--- config.mk ---
export PLATFORM = sky130hd
export DESIGN_NAME = alu_decode
export DESIGN_NICKNAME = d
export VERILOG_FILES = /design/src/rtl/alu_pkg.sv /design/src/rtl/alu_skid_buffer.sv /design/src/rtl/alu_decode.sv
export SDC_FILE = /design/constraint.sdc
export NUM_CORES = 1
export LEC_CHECK = 0
export CAP_MARGIN = 20
export CORE_MARGIN = 4
export CORE_UTILIZATION = 25
export CTS_CLUSTER_DIAMETER = 30
export DETAILED_ROUTE_END_ITERATION = 10
export GPL_ROUTABILITY_DRIVEN = 0
export HOLD_SLACK_MARGIN = 0.05
export PLACE_DENSITY = 0.55
export SLEW_MARGIN = 10
export SYNTH_ARGS = -nofsm -noshare
export SYNTH_HDL_FRONTEND = slang
export SYNTH_SLANG_ARGS = --single-unit
--- constraint.sdc ---
create_clock -name clk -period 2.2 [get_ports clk]
set_clock_uncertainty 0.05 [all_clocks]
set_input_delay 0.44 -clock clk [delete_from_list [all_inputs] [get_ports clk]]
set_output_delay 0.44 -clock clk [all_outputs]
set_load 0.005 [all_outputs]
--- src/rtl/alu_pkg.sv ---
// Shared ALU encodings: opcode enum, RV32I major opcodes, funct7 constants
// and the operand bundle passed from alu_decode to alu.
package alu_pkg;

    localparam int ALU_DATA_W = 32;
    localparam int ALU_OP_W   = 4;

    // Bit 0 picks arithmetic in the shifter: SRA odd, SRL even.
    typedef enum logic [ALU_OP_W-1:0] {
        ALU_ADD  = 4'b0000,
        ALU_SUB  = 4'b0001,
        ALU_SLL  = 4'b0010,
        ALU_XOR  = 4'b0011,
        ALU_OR   = 4'b0100,
        ALU_AND  = 4'b0101,
        ALU_PASS = 4'b0110,
        ALU_SRA  = 4'b0111,
        ALU_SRL  = 4'b1000
    } aluop_e;

    localparam logic [6:0] OP     = 7'b0110011;
    localparam logic [6:0] OP_IMM = 7'b0010011;
    localparam logic [6:0] LUI    = 7'b0110111;
    localparam logic [6:0] AUIPC  = 7'b0010111;

    localparam logic [6:0] F7_BASE = 7'b0000000;
    localparam logic [6:0] F7_ALT  = 7'b0100000;

    typedef struct packed {
        logic [ALU_DATA_W-1:0] op1;
        logic [ALU_DATA_W-1:0] op2;
        aluop_e                aluop;
        logic [4:0]            rd;
        logic                  we;
        logic                  illegal;
    } alu_bundle_t;

endpackage

--- src/rtl/alu_skid_buffer.sv ---
// Output register plus one skid entry. s_ready is purely registered (skid
// empty), so upstream never sees a combinational path from m_ready.
module alu_skid_buffer
    import alu_pkg::*;
#(
    parameter type T = alu_bundle_t
) (
    input  logic clk,
    input  logic reset_n,
    input  logic s_valid,
    output logic s_ready,
    input  T     s_data,
    output logic m_valid,
    input  logic m_ready,
    output T     m_data
);

    logic skid_valid;
    T     skid_data;
    logic accept;

    assign s_ready = !skid_valid;
    assign accept  = s_valid && s_ready;

    always_ff @(posedge clk or negedge reset_n) begin
        if (!reset_n) begin
            m_valid    <= 1'b0;
            m_data     <= '0;
            skid_valid <= 1'b0;
            skid_data  <= '0;
        end else if (!m_valid || m_ready) begin
            // The skid entry is older than anything upstream, so it drains first.
            if (skid_valid) begin
                m_valid    <= 1'b1;
                m_data     <= skid_data;
                skid_valid <= 1'b0;
            end else begin
                m_valid <= accept;
                if (accept) begin
                    m_data <= s_data;
                end
            end
        end else if (accept) begin
            skid_valid <= 1'b1;
            skid_data  <= s_data;
        end
    end

endmodule

--- src/rtl/alu_decode.sv ---
// RV32I decode to {op1, op2, aluop} for alu, registered behind valid/ready.
// ALU_DECODE_SKID_EN adds a skid entry and makes o_ready fully registered.
module alu_decode
    import alu_pkg::*;
#(
    parameter int DWIDTH      = ALU_DATA_W,
    parameter int ALUOP_WIDTH = ALU_OP_W
) (
    input  logic                   clk,
    input  logic                   reset_n,
    input  logic                   i_valid,
    output logic                   o_ready,
    input  logic [31:0]            i_instr,
    input  logic [DWIDTH-1:0]      i_pc,
    input  logic [DWIDTH-1:0]      i_rs1_data,
    input  logic [DWIDTH-1:0]      i_rs2_data,
    output logic                   o_valid,
    input  logic                   i_ready,
    output logic [DWIDTH-1:0]      o_op1,
    output logic [DWIDTH-1:0]      o_op2,
    output logic [ALUOP_WIDTH-1:0] o_aluop,
    output logic [4:0]             o_rd,
    output logic                   o_we,
    output logic                   o_illegal
);

    logic [6:0]        opcode;
    logic [2:0]        f3;
    logic [6:0]        f7;
    logic [DWIDTH-1:0] imm_i;
    logic [DWIDTH-1:0] imm_u;

    assign opcode = i_instr[6:0];
    assign f3     = i_instr[14:12];
    assign f7     = i_instr[31:25];
    assign imm_i  = {{(DWIDTH-12){i_instr[31]}}, i_instr[31:20]};
    assign imm_u  = {i_instr[31:12], 12'b0};

    logic              legal;
    aluop_e            aluop;
    logic [DWIDTH-1:0] op1;
    logic [DWIDTH-1:0] op2;
    alu_bundle_t       dec;

    // NOTE: every signal gets a default before the case so no path leaves it unassigned (no latches).
    always_comb begin
        legal = 1'b1;
        aluop = ALU_ADD;
        op1   = i_rs1_data;
        op2   = i_rs2_data;
        case (opcode)
            OP: begin
                case (f3)
                    3'b000: begin
                        if (f7 == F7_ALT) aluop = ALU_SUB;
                        legal = (f7 == F7_BASE) || (f7 == F7_ALT);
                    end
                    3'b001: begin aluop = ALU_SLL; legal = (f7 == F7_BASE); end
                    3'b100: begin aluop = ALU_XOR; legal = (f7 == F7_BASE); end
                    3'b110: begin aluop = ALU_OR;  legal = (f7 == F7_BASE); end
                    3'b111: begin aluop = ALU_AND; legal = (f7 == F7_BASE); end
                    3'b101: begin
                        aluop = (f7 == F7_ALT) ? ALU_SRA : ALU_SRL;
                        legal = (f7 == F7_BASE) || (f7 == F7_ALT);
                    end
                    default: legal = 1'b0;
                endcase
            end
            OP_IMM: begin
                op2 = imm_i;
                case (f3)
                    3'b000: aluop = ALU_ADD;
                    3'b100: aluop = ALU_XOR;
                    3'b110: aluop = ALU_OR;
                    3'b111: aluop = ALU_AND;
                    3'b001: begin aluop = ALU_SLL; legal = (f7 == F7_BASE); end
                    3'b101: begin
                        aluop = (f7 == F7_ALT) ? ALU_SRA : ALU_SRL;
                        legal = (f7 == F7_BASE) || (f7 == F7_ALT);
                    end
                    default: legal = 1'b0;
                endcase
            end
            LUI: begin
                op1   = '0;
                op2   = imm_u;
                aluop = ALU_PASS;
            end
            AUIPC: begin
                op1 = i_pc;
                op2 = imm_u;
            end
            default: legal = 1'b0;
        endcase

        // Illegal beats still flow, but as an inert ADD 0,0 with no writeback.
        dec         = '0;
        dec.rd      = i_instr[11:7];
        dec.illegal = !legal;
        if (legal) begin
            dec.op1   = op1;
            dec.op2   = op2;
            dec.aluop = aluop;
            dec.we    = (i_instr[11:7] != 5'd0);
        end
    end

    alu_bundle_t out_q;

`ifdef ALU_DECODE_SKID_EN
    alu_skid_buffer #(
        .T(alu_bundle_t)
    ) u_skid (
        .clk     (clk),
        .reset_n (reset_n),
        .s_valid (i_valid),
        .s_ready (o_ready),
        .s_data  (dec),
        .m_valid (o_valid),
        .m_ready (i_ready),
        .m_data  (out_q)
    );
`else
    assign o_ready = !o_valid || i_ready;

    always_ff @(posedge clk or negedge reset_n) begin
        if (!reset_n) begin
            o_valid <= 1'b0;
            // NOTE: the data register is reset too, because every output must read 0 in reset.
            out_q   <= '0;
        end else if (o_ready) begin
            // NOTE: non-blocking assignments keep all flops sampling pre-edge values.
            o_valid <= i_valid;
            if (i_valid) begin
                out_q <= dec;
            end
        end
    end
`endif

    assign o_op1     = out_q.op1;
    assign o_op2     = out_q.op2;
    assign o_aluop   = out_q.aluop;
    assign o_rd      = out_q.rd;
    assign o_we      = out_q.we;
    assign o_illegal = out_q.illegal;

endmodule
==> results of run 1 <==
[worst paths after layout]
path	slack, ns	end
max	0.04	o_op2[13]
min	0.43	o_op1[19]
max reg2reg	0.46	o_op2[13]
min reg2reg	0.43	o_op1[19]
max in group asynchronous	0.91	o_op2[31]
min in group asynchronous	0.58	o_op1[0]
[area by class of cell]
class	count	area, um^2
inverters	5	18.77
clock inverters	2	37.54
multi-input cells	343	2442
well taps	225	281.5
clock buffers	11	242.7
flip-flops and latches	76	1902
repair buffers	263	2600
fillers	1664	9892
[metal layers]
metal | global-route usage [%] | vias up | part of all wire, %
met2 | 29.38 | 183 | 50
met5 | 0 | - | 0
met4 | 4.141 | 0 | 1.2
li1 | - | 2175 | -
met1 | 19.90 | 2217 | 42
met3 | 4.921 | 15 | 7.6
[where the power goes]
part	switching (mW)	internal, mW	total, mW
clock	0.539	0.890	1.43
sequential	0.0182	1.43	1.45
combinational	0.334	0.433	0.768
total	0.891	2.75	3.65
[cells in the mapped netlist (all sizes together), types with 2 or more instances]
| library cell | number | area share [%] |
|---|---|---|
| nand4 | 2 | 0.28 |
| nand2b | 20 | 2.8 |
| dfrtp | 76 | 43 |
| nand3 | 13 | 1.5 |
| nor3 | 25 | 2.9 |
| a21oi | 23 | 2.6 |
| nor2b | 36 | 5.0 |
| or4 | 3 | 0.59 |
| o31ai | 35 | 5.9 |
| nor2 | 6 | 0.50 |
| a32o | 11 | 2.5 |
| o21ai | 13 | 1.5 |
| mux2i | 33 | 7.4 |
| o41ai | 20 | 6.4 |
| nor4 | 2 | 0.28 |
| clkbuf | 33 | 2.8 |
| inv | 4 | 0.34 |
| mux2 | 5 | 1.3 |
| a32oi | 3 | 0.59 |
| nand2 | 73 | 6.1 |
| buf | 14 | 1.8 |
| o211ai | 2 | 0.34 |
[what timing repair did]
| action | 4_1_cts | 5_1_grt |
|---|---|---|
| endpoints found under the setup margin | 28 | 6 |
| cloned | 1 | 0 |
| buffers inserted | 1 | 0 |
| resized for setup | 12 | 5 |
| hold buffers | 1 | 0 |
| pin swaps | 1 | 1 |
| endpoints found under the hold margin | 10 | 0 |
[per-stage QoR]
stage	TNS [ns]	power, mW	std cells
detailed placement	-23.17	2.219	909
global placement	-20.37	2.205	909
CTS	0	3.701	925
floorplan	0	1.730	471
global route	0	3.815	925
finish	0	3.646	925
[critical path: cells and delay by family]
| kind | cells | cell delay [ns] |
|---|---|---|
| and+or+nand+nor | 1 | 0.57 |
| AOI/OAI and AO/OA | 3 | 0.76 |
| buffers and inverters | 3 | 0.55 |
[flip-flops by register name, indices dropped and copies added (netlist names)]
signal and cells:
o_op2 32, o_rd 5, o_op1 32, o_illegal 1, o_we 1, o_aluop 4
o_valid 1
[cells by family after synthesis]
logic type | after synthesis | share of synthesized area, %
flops | 76 | 42.54
mux | 38 | 8.648
simple gates | 186 | 21.13
buf+inv | 52 | 4.954
xor+xnor | 1 | 0.1959
compound gates | 118 | 22.53
==> metrics.txt, run 1 <==
Boundary Pins 209; vias 4590; Core Area 17420 um^2; worst slew pin tran 0.7119 ns; Fin Hold WS 0.4253 ns; net count after synthesis 603; CP startpoint i_instr[27]; Nets 830; port bufs 208; n_diodes 0; Post-Route Utilization 43.20%; Min-Delay Path Depth 2; final worst slack 0.04454 ns; Num CTS Buffers 9; Area after DPL 7103 um^2; HP Start o_op1[19]; Cell Rows 48; design area 7525 um^2; Place WS -0.4381 ns; Pleak 2.994 nW; initial core utilization 25.67%; min-delay worst type reg -> reg; WS Path Type in -> reg; most frequent cells in the layout clkdlybuf4s50_1 (201), dfrtp_1 (76), nand2_1 (72); Post-synth EDFFs 0; H-tree levels 3; Critical Path End Type register; RSZ-0062 raised after global routing false; Die Span X 141.7 um; antenna violations before repair 0; Crit path top cell by count buf_12; Critical Path RT 2.37 ns; clock sink count 76; WP data arrival 2.33 ns; post-synthesis cell type count 46; Hold Fails Final Rpt 0; area delta synth->final 68.32%; pwr dens 484.5 nW/um^2; run status finished, final reports clean; largest net degree at the start of global routing 76; syn avg cell area 9.492 um^2; DIE AREA 20090 um^2; ys flop type dfrtp_1; worst skew pair latency 0.33 ns; MaxCap Viol Count 0; CP Cell Sequence dlygate4sd2_1, or4_4, o32ai_4, a31oi_4, buf_12, buf_12, o41ai_4; first-pass GRT wire length 26510 um; drt drc 0; CTS Buffer Depth 2; max-slew violations 0; Final Cycle Share 97.98%; vias in the first global route 4926; maximum vdd drop 350.3 uV; Achievable Freq 0.4639 GHz; Reg clk slew, reported paths 0.05 ns; min cycle time layout 2.155 ns; Final ANT Viol Nets 0; synth warn 0; Routed Wire Length 17180 um; GRT Resource Usage Total 16.67%; CTS tree yes; First DRT Iteration DRCs 167; root cell of the clock tree clkbuf_16; HPWL after detailed placement 13120 um; Slew headroom 52.28%; Pre-antenna DRT Iters 6; wire length per cell 18.57 um; Worst R2R Path Depth 7; worst flop-to-flop path startpoint o_valid; crit start category primary input; post-synthesis register bit count 76; Mapped Area 4471 um^2; share of cells above drive strength 1 14.86%; grt total ovfl 0; Die Y 141.7 um; Crit-path slowest cell or4_4; asr flop ratio synth 100.0%; Synth Instances 471; commonest non-fill, non-tap cell in the layout clkdlybuf4s50_1; Vias/cell 4.962; CP max stage delay 0.57 ns; Crit Path Max Fanout 23; # setup viols final 0; sequential share of the synthesized area 42.54%
(Power assumes the default switching activity.)
==> inputs of run 2 (changes only) <==
- MAX_ROUTING_LAYER: unset -> met4
- SLEW_MARGIN: 10 -> 20
==> run 2 against run 1 <==
Net effect:
- cell area is the same
- via count shrank 0.24%
- die area is the same
- highest routed layer unchanged
- setup slack gained 0.0079 ns
- sequential share of layout area is the same
- worst hold slack is the same
- non-clock buffer count is the same
- critical path type unchanged
- critical endpoint unchanged
- fmax grew 0.37%
- register-to-register slack is essentially flat
- global-route usage grew 0.49 points
==> metrics.txt, run 2 (same netlist as run 1, synthesis figures left out) <==
run status finished, final reports clean (unchanged); worst skew pair latency 0.33 ns (about the same); vias 4579 (was 4590); Die Y 141.7 um (unchanged); Vias/cell 4.950 (was 4.962); Finished Layout Cells 925 (unchanged); Cell Rows 48 (unchanged); Fin Hold WS 0.4253 ns (unchanged); worst flop-to-flop path startpoint o_valid (unchanged); Hold Fails Final Rpt 0 (unchanged); Core Area 17420 um^2 (unchanged); largest net degree at the start of global routing 76 (unchanged); Die Span X 141.7 um (unchanged); share of cells above drive strength 1 14.86% (unchanged); Nets 830 (unchanged); reg2reg end o_op2[13] (unchanged); Routed Wire Length 17170 um (was 17180 um); Pleak 2.994 nW (unchanged); pwr dens 484.5 nW/um^2 (about the same); antenna violations before repair 0 (unchanged); Switch Pwr 891.4 uW (was 891.2 uW); MaxCap Viol Count 0 (unchanged); # fillers 1664 (unchanged); Boundary Pins 209 (unchanged); wire length per cell 18.56 um (was 18.57 um); CP startpoint i_instr[27] (unchanged); Critical Path RT 2.38 ns (was 2.37 ns); commonest non-fill, non-tap cell in the layout clkdlybuf4s50_1 (unchanged); port bufs 208 (unchanged); clock sink count 76 (unchanged); Achievable Freq 0.4656 GHz (was 0.4639 GHz); CTS tree yes (unchanged); area delta synth->final 68.32% (unchanged); Final Cycle Share 97.62% (was 97.98%); Internal 2.754 mW (about the same); Critical Path End Type register (unchanged); setup slack, reg-to-reg 0.46 ns (about the same); RSZ-0062 raised after global routing false (unchanged); root cell of the clock tree clkbuf_16 (unchanged); n_diodes 0 (unchanged); Final ANT Viol Nets 0 (unchanged); HPWL after detailed placement 13120 um (unchanged); grt total ovfl 0 (unchanged); CTS Buffer Depth 2 (unchanged); Num CTS Buffers 9 (unchanged); H-tree levels 3 (unchanged); Clk pwr share 39.2% (about the same); worst slew pin tran 0.7061 ns (was 0.7119 ns); maximum vdd drop 352.5 uV (was 350.3 uV); max-slew violations 0 (unchanged); Place WS -0.4381 ns (unchanged); Pre-antenna DRT Iters 7 (was 6); Crit Path Max Fanout 23 (unchanged); Tot Pwr 3.646 mW (about the same); Worst R2R Path Depth 7 (unchanged); first-pass GRT wire length 26520 um (was 26510 um); Worst Setup EP o_op2[13] (unchanged); sw frac 24.45% (about the same); # setup viols final 0 (unchanged); min-delay worst type reg -> reg (unchanged); vias in the first global route 4928 (was 4926); Reg clk slew, reported paths 0.05 ns (about the same); final worst slack 0.05242 ns (was 0.04454 ns); DIE AREA 20090 um^2 (unchanged); Slew headroom 52.67% (was 52.28%); WS Path Type in -> reg (unchanged); GRT Resource Usage Total 17.16% (was 16.67%); sequential share of power 39.8% (about the same); WP data arrival 2.32 ns (was 2.33 ns); crit start category primary input (unchanged); First DRT Iteration DRCs 205 (was 167); drt drc 0 (unchanged); initial core utilization 25.67% (unchanged); combinational power share 21.0% (was 21.1%); most frequent cells in the layout clkdlybuf4s50_1 (201), dfrtp_1 (76), nand2_1 (72) (unchanged); min cycle time layout 2.148 ns (was 2.155 ns); # placed instances 909 (unchanged)
run 2: cell counts in the layout (fill, tap and decap cells not counted):
No cell type changed its count.
run 2: metrics by stage:
stage | util [%] | instance area, um^2 | TNS, ns
global route | 43.20 | 7525 | 0
CTS | 43.01 | 7491 | 0
global placement | 40.78 | 7103 | -20.37
detailed placement | 40.78 | 7103 | -23.17
finish | 43.20 | 7525 | 0
floorplan | - | 4471 | 0
run 2: final cells by class:
type / count / area, um^2 / area share [%]
clock inverters: 2 / 37.54 / 0.4988
inverters: 5 / 18.77 / 0.2494
flip-flops and latches: 76 / 1902 / 25.27
well taps: 225 / 281.5 / 3.741
clock buffers: 11 / 242.7 / 3.226
multi-input cells: 343 / 2442 / 32.46
repair buffers: 263 / 2600 / 34.55
run 2: routing by layer:
metal | global-route usage [%] | up-vias | wire length, um | share of wire (%)
met1 | 19.98 | 2215 | 7247 | 42
met5 | - | - | 0 | 0
met4 | 4.141 | 0 | 199 | 1.2
met3 | 4.617 | 15 | 1209 | 7.0
met2 | 29.53 | 174 | 8513 | 50
li1 | - | 2175 | - | -
run 2: worst min-delay path by stage:
stage                     startpoint         end  slack, ns  cells after the start
after floorplan              reset_n  o_aluop[0]       0.09                      0
after global placement       reset_n    o_op1[7]       0.38                      1
after detailed placement     reset_n    o_op1[5]       0.40                      1
after CTS                 o_aluop[0]  o_aluop[0]       0.43                      2
after global routing        o_op1[8]    o_op1[8]       0.45                      2
final                      o_op1[19]   o_op1[19]       0.43                      2
run 2: critical path, stage by stage:
cell and delay (ns):
dlygate4sd2_1 0.24, or4_4 0.57, o32ai_4 0.27, a31oi_4 0.16, buf_12 0.16, buf_12 0.15, o41ai_4 0.32
run 2: power groups by stage:
stage               combinational, mW  clock [mW]  sequential [mW]
CTS                             0.772        1.48             1.45
global placement                0.733           0             1.47
detailed placement              0.746           0             1.47
finish                          0.766        1.43             1.45
floorplan                       0.255           0             1.47
global route                    0.829        1.53             1.45
run 2: timing repair:
| item | 4_1_cts | 5_1_grt |
|---|---|---|
| pin swaps | 1 | 1 |
| resized for setup | 12 | 5 |
| cloned | 1 | 0 |
| endpoints found under the setup margin | 28 | 6 |
| endpoints found under the hold margin | 10 | 0 |
| hold buffers | 1 | 0 |
| setup buffers | 1 | 0 |
